## src/rtl/state_sequencer_pkg.sv

```systemverilog
// Shared encodings for the instruction sequencer and the control unit:
// state codes, opcode codes and the state-to-status-flag mapping.
package state_sequencer_pkg;

    localparam int STATE_W = 6;

    localparam logic [5:0] ST_IDLE   = 6'd0;
    localparam logic [5:0] ST_FETCH1 = 6'd1;
    localparam logic [5:0] ST_FETCH2 = 6'd2;
    localparam logic [5:0] ST_FETCH3 = 6'd3;
    localparam logic [5:0] ST_CLAC   = 6'd4;
    localparam logic [5:0] ST_LDAC1  = 6'd5;
    localparam logic [5:0] ST_LDAC2  = 6'd6;
    localparam logic [5:0] ST_LDAC3  = 6'd7;
    localparam logic [5:0] ST_STAC1  = 6'd8;
    localparam logic [5:0] ST_STAC2  = 6'd9;
    localparam logic [5:0] ST_STAC3  = 6'd10;
    localparam logic [5:0] ST_MVACR  = 6'd11;
    localparam logic [5:0] ST_MVRAC  = 6'd12;
    localparam logic [5:0] ST_ADD    = 6'd13;
    localparam logic [5:0] ST_MUL    = 6'd14;
    localparam logic [5:0] ST_HALT   = 6'd15;
    localparam logic [5:0] ST_DECODE = 6'd16;
    localparam logic [5:0] ST_ERROR  = 6'd17;

    localparam logic [3:0] OP_CLAC  = 4'd0;
    localparam logic [3:0] OP_LDAC  = 4'd1;
    localparam logic [3:0] OP_STAC  = 4'd2;
    localparam logic [3:0] OP_MVACR = 4'd3;
    localparam logic [3:0] OP_MVRAC = 4'd4;
    localparam logic [3:0] OP_ADD   = 4'd5;
    localparam logic [3:0] OP_MUL   = 4'd6;
    localparam logic [3:0] OP_END   = 4'd15;

    typedef struct packed {
        logic running;
        logic paused;
        logic halted;
        logic illegal;
    } seq_flags_t;

    // Status flags for a state; 'park' distinguishes a step pause from plain IDLE.
    function automatic seq_flags_t state_flags(input logic [5:0] st, input logic park);
        seq_flags_t f;
        f.halted  = (st == ST_HALT);
        f.illegal = (st == ST_ERROR);
        f.paused  = (st == ST_IDLE) && park;
        f.running = !((st == ST_IDLE) || (st == ST_HALT) || (st == ST_ERROR));
        return f;
    endfunction

    // First execute state for a decoded opcode; unknown codes trap to ERROR.
    function automatic logic [5:0] exec_entry(input logic [3:0] op);
        logic [5:0] st;
        case (op)
            OP_CLAC:  st = ST_CLAC;
            OP_LDAC:  st = ST_LDAC1;
            OP_STAC:  st = ST_STAC1;
            OP_MVACR: st = ST_MVACR;
            OP_MVRAC: st = ST_MVRAC;
            OP_ADD:   st = ST_ADD;
            OP_MUL:   st = ST_MUL;
            OP_END:   st = ST_HALT;
            default:  st = ST_ERROR;
        endcase
        return st;
    endfunction

endpackage

```

## src/rtl/state_sequencer.sv

```systemverilog
// Fetch/decode/execute sequencer with single-step support and a
// retired-instruction counter.
module state_sequencer
    import state_sequencer_pkg::*;
#(
    parameter int COUNT_W = 16
) (
    input  logic               clock,
    input  logic               reset,
    input  logic               start,
    input  logic               step_en,
    input  logic               step_go,
    input  logic [3:0]         ir_opcode,
    output logic [5:0]         state,
    output logic               running,
    output logic               paused,
    output logic               halted,
    output logic               illegal,
    output logic [COUNT_W-1:0] instr_count
);

    logic [5:0] state_nx;
    logic       park_nx;
    logic       dec_wait;
    logic       wait_nx;
    logic       retire;
    seq_flags_t flags_q;
    seq_flags_t flags_nx;

    assign running = flags_q.running;
    assign paused  = flags_q.paused;
    assign halted  = flags_q.halted;
    assign illegal = flags_q.illegal;

    // Next-state decode; start/step inputs only matter in the parked states.
    always_comb begin
        state_nx = state;
        park_nx  = flags_q.paused;
        wait_nx  = dec_wait;
        retire   = 1'b0;
        case (state)
            ST_IDLE: begin
                if (start || (flags_q.paused && step_go)) begin
                    state_nx = ST_FETCH1;
                    park_nx  = 1'b0;
                end
            end
            ST_FETCH1: state_nx = ST_FETCH2;
            ST_FETCH2: state_nx = ST_FETCH3;
            ST_FETCH3: begin
                state_nx = ST_DECODE;
                wait_nx  = 1'b0;
            end
            // Control word is registered: opcode is only valid on the second cycle.
            ST_DECODE: begin
                if (!dec_wait) begin
                    wait_nx = 1'b1;
                end else begin
                    wait_nx  = 1'b0;
                    state_nx = exec_entry(ir_opcode);
                end
            end
            ST_LDAC1: state_nx = ST_LDAC2;
            ST_LDAC2: state_nx = ST_LDAC3;
            ST_STAC1: state_nx = ST_STAC2;
            ST_STAC2: state_nx = ST_STAC3;
            ST_CLAC, ST_LDAC3, ST_STAC3, ST_MVACR, ST_MVRAC, ST_ADD, ST_MUL: begin
                retire = 1'b1;
                if (step_en) begin
                    state_nx = ST_IDLE;
                    park_nx  = 1'b1;
                end else begin
                    state_nx = ST_FETCH1;
                end
            end
            ST_HALT, ST_ERROR: begin
                if (start) state_nx = ST_FETCH1;
            end
            default: state_nx = ST_IDLE;
        endcase
        flags_nx = state_flags(state_nx, park_nx);
    end

    // State, decode wait bit, registered flags and retire counter.
    always_ff @(posedge clock) begin
        if (reset) begin
            state       <= ST_IDLE;
            dec_wait    <= 1'b0;
            flags_q     <= '0;
            instr_count <= '0;
        end else begin
            state    <= state_nx;
            dec_wait <= wait_nx;
            flags_q  <= flags_nx;
            if (retire) instr_count <= instr_count + 1'b1;
        end
    end

endmodule

```

## config.mk

```make
export PLATFORM = sky130hd
export DESIGN_NAME = state_sequencer
export DESIGN_NICKNAME = d
export VERILOG_FILES = /design/src/rtl/state_sequencer_pkg.sv /design/src/rtl/state_sequencer.sv
export SDC_FILE = /design/constraint.sdc
export NUM_CORES = 1
export LEC_CHECK = 0
export BUFFER_PORTS_ARGS = -buffer_cell sky130_fd_sc_hd__buf_2
export CAP_MARGIN = 5
export CORE_UTILIZATION = 56
export DETAILED_ROUTE_END_ITERATION = 7
export GPL_TIMING_DRIVEN = 1
export PLACE_DENSITY = 0.83
export SYNTH_ARGS = -nofsm -noshare
export SYNTH_HDL_FRONTEND = slang
export SYNTH_SLANG_ARGS = --single-unit
```

## constraint.sdc

```tcl
create_clock -name clock -period 5.2 [get_ports clock]
set_clock_uncertainty 0.05 [all_clocks]
set_input_delay 0 -clock clock [delete_from_list [all_inputs] [get_ports clock]]
set_output_delay 0 -clock clock [all_outputs]
set_load 0.1 [all_outputs]
```

== Yosys cells after proc, flatten, opt, wreduce, memory -nomap -nowiden ==
Memory sizes are Yosys's and may differ from the RTL's.
Index checks and enable logic that the tools add are counted.
W data, S select, Z words.

* Bits of input ports: 9
* Logic and storage cells: 50
* ROM bits: 80
* Register bits: 27
* Memories kept: 1

{| class="wikitable"
|+ Memory list
! name !! words !! bits a word !! rd ports !! clocked after Yosys merged registers in !! wr ports !! RTL line !! source
|-
| (no name shown) || 16 || 5 || 1 || 0 || 0 || state_sequencer_pkg.sv:55 || <nowiki>case (op)</nowiki>
|}

* Add/sub/neg operators: 1
* Equality and inequality tests: 19
* Multiplexer cells: 11
* Reduce and logical (&&, ||, !) cells: 11

{| class="wikitable"
|+ Operator list
! operator !! count
|-
| $pmux W6 S11 || 1
|-
| $eq A6 B4 Y1 const B || 9
|-
| $eq A6 B3 Y1 const B || 4
|-
| $eq A6 B5 Y1 const B || 3
|-
| $mux W6 || 3
|-
| $add A16 B1 Y16 const B || 1
|-
| $eq A6 B2 Y1 const B || 2
|-
| $logic_not A6 Y1 || 2
|-
| $reduce_or A7 Y1 || 1
|-
| $eq A6 B1 Y1 const B || 1
|-
| $mux W1 || 5
|-
| $pmux W1 S2 || 2
|-
| $logic_or A1 B1 Y1 || 3
|-
| $logic_and A1 B1 Y1 || 2
|-
| $reduce_bool A2 Y1 || 1
|-
| $reduce_or A2 Y1 || 1
|-
| $logic_not A1 Y1 || 1
|}

== Longest topological paths before layout ==
* Word-level depth: 8
* Depth in mapped cells: 8
* Mapped depth without buffers: 6

== Least setup slack after synthesis ==
No wires, ideal clock.

* Path type: register to register
* Start: register state[3]
* End: register instr_count[13]
* Data arrival time: 2,638 ps
* Library setup time: 71 ps
* Data required time: 5,079 ps
* Stages on the path, launching flop included: 9
* Path slack: 2,441 ps
* Cells stage by stage: dfxtp_1 -> buf_4 -> nor3b_1 -> nor4_4 -> nand2_2 -> or3_1 -> buf_2 -> or3_1 -> a21oi_1

* Word-level cells in the longest chain between the ends: 3
* Elaborated cells between the ends (all ways): 9
* Those cells by class: 7 x eq/ne; 1 x mux; 1 x reduce/logical

{| class="wikitable"
|+ Ends and longest elaborated chain
! element !! RTL line !! source
|-
| start: declaration || state_sequencer.sv:14 || <nowiki>output logic [5:0] state,</nowiki>
|-
| start signal: assignment || state_sequencer.sv:92 || <nowiki>state <= state_nx;</nowiki>
|-
| $eq A6 B3 Y1 / $eq A6 B4 Y1 (equally long branches) || state_sequencer.sv:41 || <nowiki>case (state)</nowiki>
|-
| $reduce_or A7 Y1 (*) || state_sequencer.sv:41 ||
|-
| $mux W1 (*) || state_sequencer.sv:41 ||
|-
| end signal: assignment || state_sequencer.sv:95 || <nowiki>if (retire) instr_count <= instr_count + 1'b1;</nowiki>
|-
| end: declaration || state_sequencer.sv:19 || <nowiki>output logic [COUNT_W-1:0] instr_count</nowiki>
|}

Every way passes the cells marked *; elsewhere a longest branch is shown, timed or not.
A chain may end at the register's enable or synchronous reset.

== Worst setup path after layout ==
* Start: register state[0]
* End: register instr_count[15]

Same word-level chain as after synthesis.

==> flow_summary.json <==
{
  "regToRegSetupSlack_ns": 2.87,
  "ant_nets": 0,
  "drive_gt1_share_pct": 19.6,
  "final_common_cell": "buf_2",
  "async_flop_share_pct": 0,
  "grt_pass1_vias": 1173,
  "grt_first_pass_wirelength_mm": 5.21,
  "reg2reg_to": "instr_count[15]",
  "drv_slew": 0,
  "ys.flop_type": "dfxtp_1",
  "synthesis.instances": 178,
  "first_pass_iters": 4,
  "start_util_pct": 61.9,
  "rsz0062_at_grt": "false",
  "ys_warn_count": 0,
  "cts_buffers": 3,
  "r2r_cells": 6,
  "crit_path_start_kind": "flip-flop",
  "whs_path_depth": 2,
  "synth_area_leader_cell": "dfxtp_1",
  "tns_ns": 0,
  "setup_violations": 0,
  "h-tree-depth": 1,
  "synth_cell_types": 42,
  "cts-resized-gates": 0,
  "wl_mm": 3.22,
  "vias_per_cell": 5.93,
  "worstPathRequired_ns": 5.40,
  "seq_area_um2": 541,
  "cp_max_fo": 12,
  "hold_end": "instr_count[0]",
  "clkSinkCount": 27,
  "grt_use_total_pct": 26.0,
  "crit_top_cell": "or3_1",
  "drt_iter0_drc": 31,
  "insertedDiodeCount": 0,
  "worst_pin_slew_ns": 0.816,
  "synth_fp_nets": 188,
  "globalplace.congestion": 0.958,
  "fin_crit_ns": 2.33,
  "area_delta_synth_final_pct": 13.7,
  "die_w_um": 52.6,
  "rows": 17,
  "r2r-start": "state[0]",
  "whs_ns": 0.0464,
  "drv_cap": 0,
  "synthesis.area_mm2": 0.00144,
  "vias": 1405,
  "avgSynthCellArea_um2": 8.06,
  "max_slew_margin_pct": 45.1,
  "multiInputGateArea_um2": 821,
  "hold_path.class": "in -> reg",
  "ioPinCount": 35,
  "vdd_drop_max_mv": 0.247,
  "synth_top_area_share_pct": 37.7,
  "layout_common_cells": "buf_2 (34), dfxtp_1 (27), nor2_1 (24)",
  "route.detailed.drc": 0,
  "fmax_mhz": 429,
  "cp_slowest_cell": "dfxtp_1",
  "synth_edf_count": 0,
  "grt_start_max_net_pins": 26,
  "dp_hpwl_mm": 2.32,
  "outcome": "finished, final reports clean",
  "clock_latency_ns": 0.32,
  "pre_cts_slack_ns": 2.93,
  "p_leak_nw": 0.635,
  "synth-seq-area-share_pct": 37.7,
  "nFillCells": 196,
  "dieHeight_um": 52.6,
  "power.density_mw_per_mm2": 204,
  "synth.area.top_cells": "dfxtp_1 (38%), nor2_1 (6.3%), xnor2_1 (5.5%), a21oi_1 (3.8%), nand3_1 (3.5%)",
  "dieArea_mm2": 0.00277,
  "portBuffers": 34,
  "min_period_over_period_pct": 44.8,
  "clk_pin_slew_ns": 0.12,
  "cp_slowest_stage_delay_ns": 0.57,
  "synth_seq_cells": 27,
  "path_class": "reg -> reg",
  "hold_viol": 0,
  "cts_tree": "done",
  "cts-root-buf": "clkbuf_4",
  "wire_per_inst_um": 13.6,
  "cp.arrival_ns": 2.54,
  "finalNetCount": 220,
  "clk_path_buf_depth": 2,
  "setup_slack_ns": 2.87,
  "antenna_found_initial": 0,
  "cpLargestDelayFamily": "simple AND/OR/NAND/NOR gates",
  "path_buf_inv": 0,
  "globalRoute.totalOverflow": 0,
  "core_mm2": 0.00232,
  "min_from": "reset",
  "cp-end-kind": "flip-flop",
  "path_cells": "nor3b_1, nor4_4, nand2_2, or3_1, or3_1, a21oi_1"
}
## layer usage
metal	part of all wire (%)	GRT usage (%)	routed length (um)	up-vias
met5	0	0	0	-
met4	1.4	9.65	46	0
met3	6.2	6.09	200	7
met2	45	43.0	1450	58
met1	47	32.5	1520	646
li1	-	-	-	694
## where the power goes
part	internal (mW)	leakage [nW]	switching, mW
clock	0.0301	0.0150	0.0545
combinational	0.0110	0.402	0.0263
sequential	0.208	0.218	0.00307
total	0.249	0.635	0.0839
## area by class of cell
class / count / share of cell area [%]
well taps: 28 / 2.15
inverters: 5 / 1.15
clock buffers: 4 / 1.61
multi-input cells: 137 / 50.3
flip-flops and latches: 27 / 33.1
repair buffers: 36 / 11.7
## worst max path at each step
stage,startpoint,to,depth (start not counted)
after floorplan,state[3],instr_count[13],8
after detailed placement,state[0],instr_count[13],6
after CTS,state[0],instr_count[13],6
after global routing,state[0],instr_count[15],6
after global placement,state[3],instr_count[13],6
final,state[0],instr_count[15],6
## worst register-to-register path: stages, from the launching register on
cell and delay, ns:
dfxtp_1 0.57, nor3b_1 0.20, nor4_4 0.25, nand2_2 0.14
or3_1 0.54, or3_1 0.39, a21oi_1 0.14
## per-stage QoR
stage	cell area, um^2	instances	utilization [%]	total power [mW]
floorplan	1440	178	-	0.242
global placement	1590	231	68.4	0.251
detailed placement	1590	231	68.4	0.252
CTS	1630	237	70.4	0.338
global route	1630	237	70.4	0.348
finish	1630	237	70.4	0.333
## repair_timing
item                      4_1_cts  5_1_grt
hold endpoints to repair        2        0
buffers inserted                0        0
hold buffers                    2        0
## synthesized netlist by cell type (2+ instances only)
cell type	instances
dfxtp_1	27
nor2_1	24
a21oi_1	11
nand2_1	11
nand3_1	10
xnor2_1	9
nand4_1	6
o21ai_0	6
or3_1	6
inv_1	5
nor2b_1	5
nor3b_1	5
clkbuf_1	4
o211ai_1	4
xor2_1	4
and3_1	3
nor3_1	3
nor4_1	3
a211oi_1	2
a21o_1	2
buf_2	2
buf_6	2
nand2b_1	2
nand4b_1	2
o22a_1	2
o22ai_1	2
## state kept, by name, indices dropped and copies added (netlist names)
| signal | flops |
|---|---|
| state | 6 |
| paused | 1 |
| illegal | 1 |
| instr_count | 16 |
| running | 1 |
| dec_wait | 1 |
| halted | 1 |
## logic make-up (layout without fill, tap and decap cells)
logic type / after synthesis / in the layout / synth area share, %
AOI/OAI and AO/OA: 35 / 35 / 15.3
xor gates and xnor gates: 13 / 13 / 7.93
adders and majority gates: 1 / 1 / 0.872
buffers and inverters: 14 / 45 / 5.14
DFF: 27 / 27 / 37.7
other: 1 / 1 / 0.261
and+or+nand+nor: 87 / 87 / 32.9
Note: power is estimated with default switching activity, not from simulation.
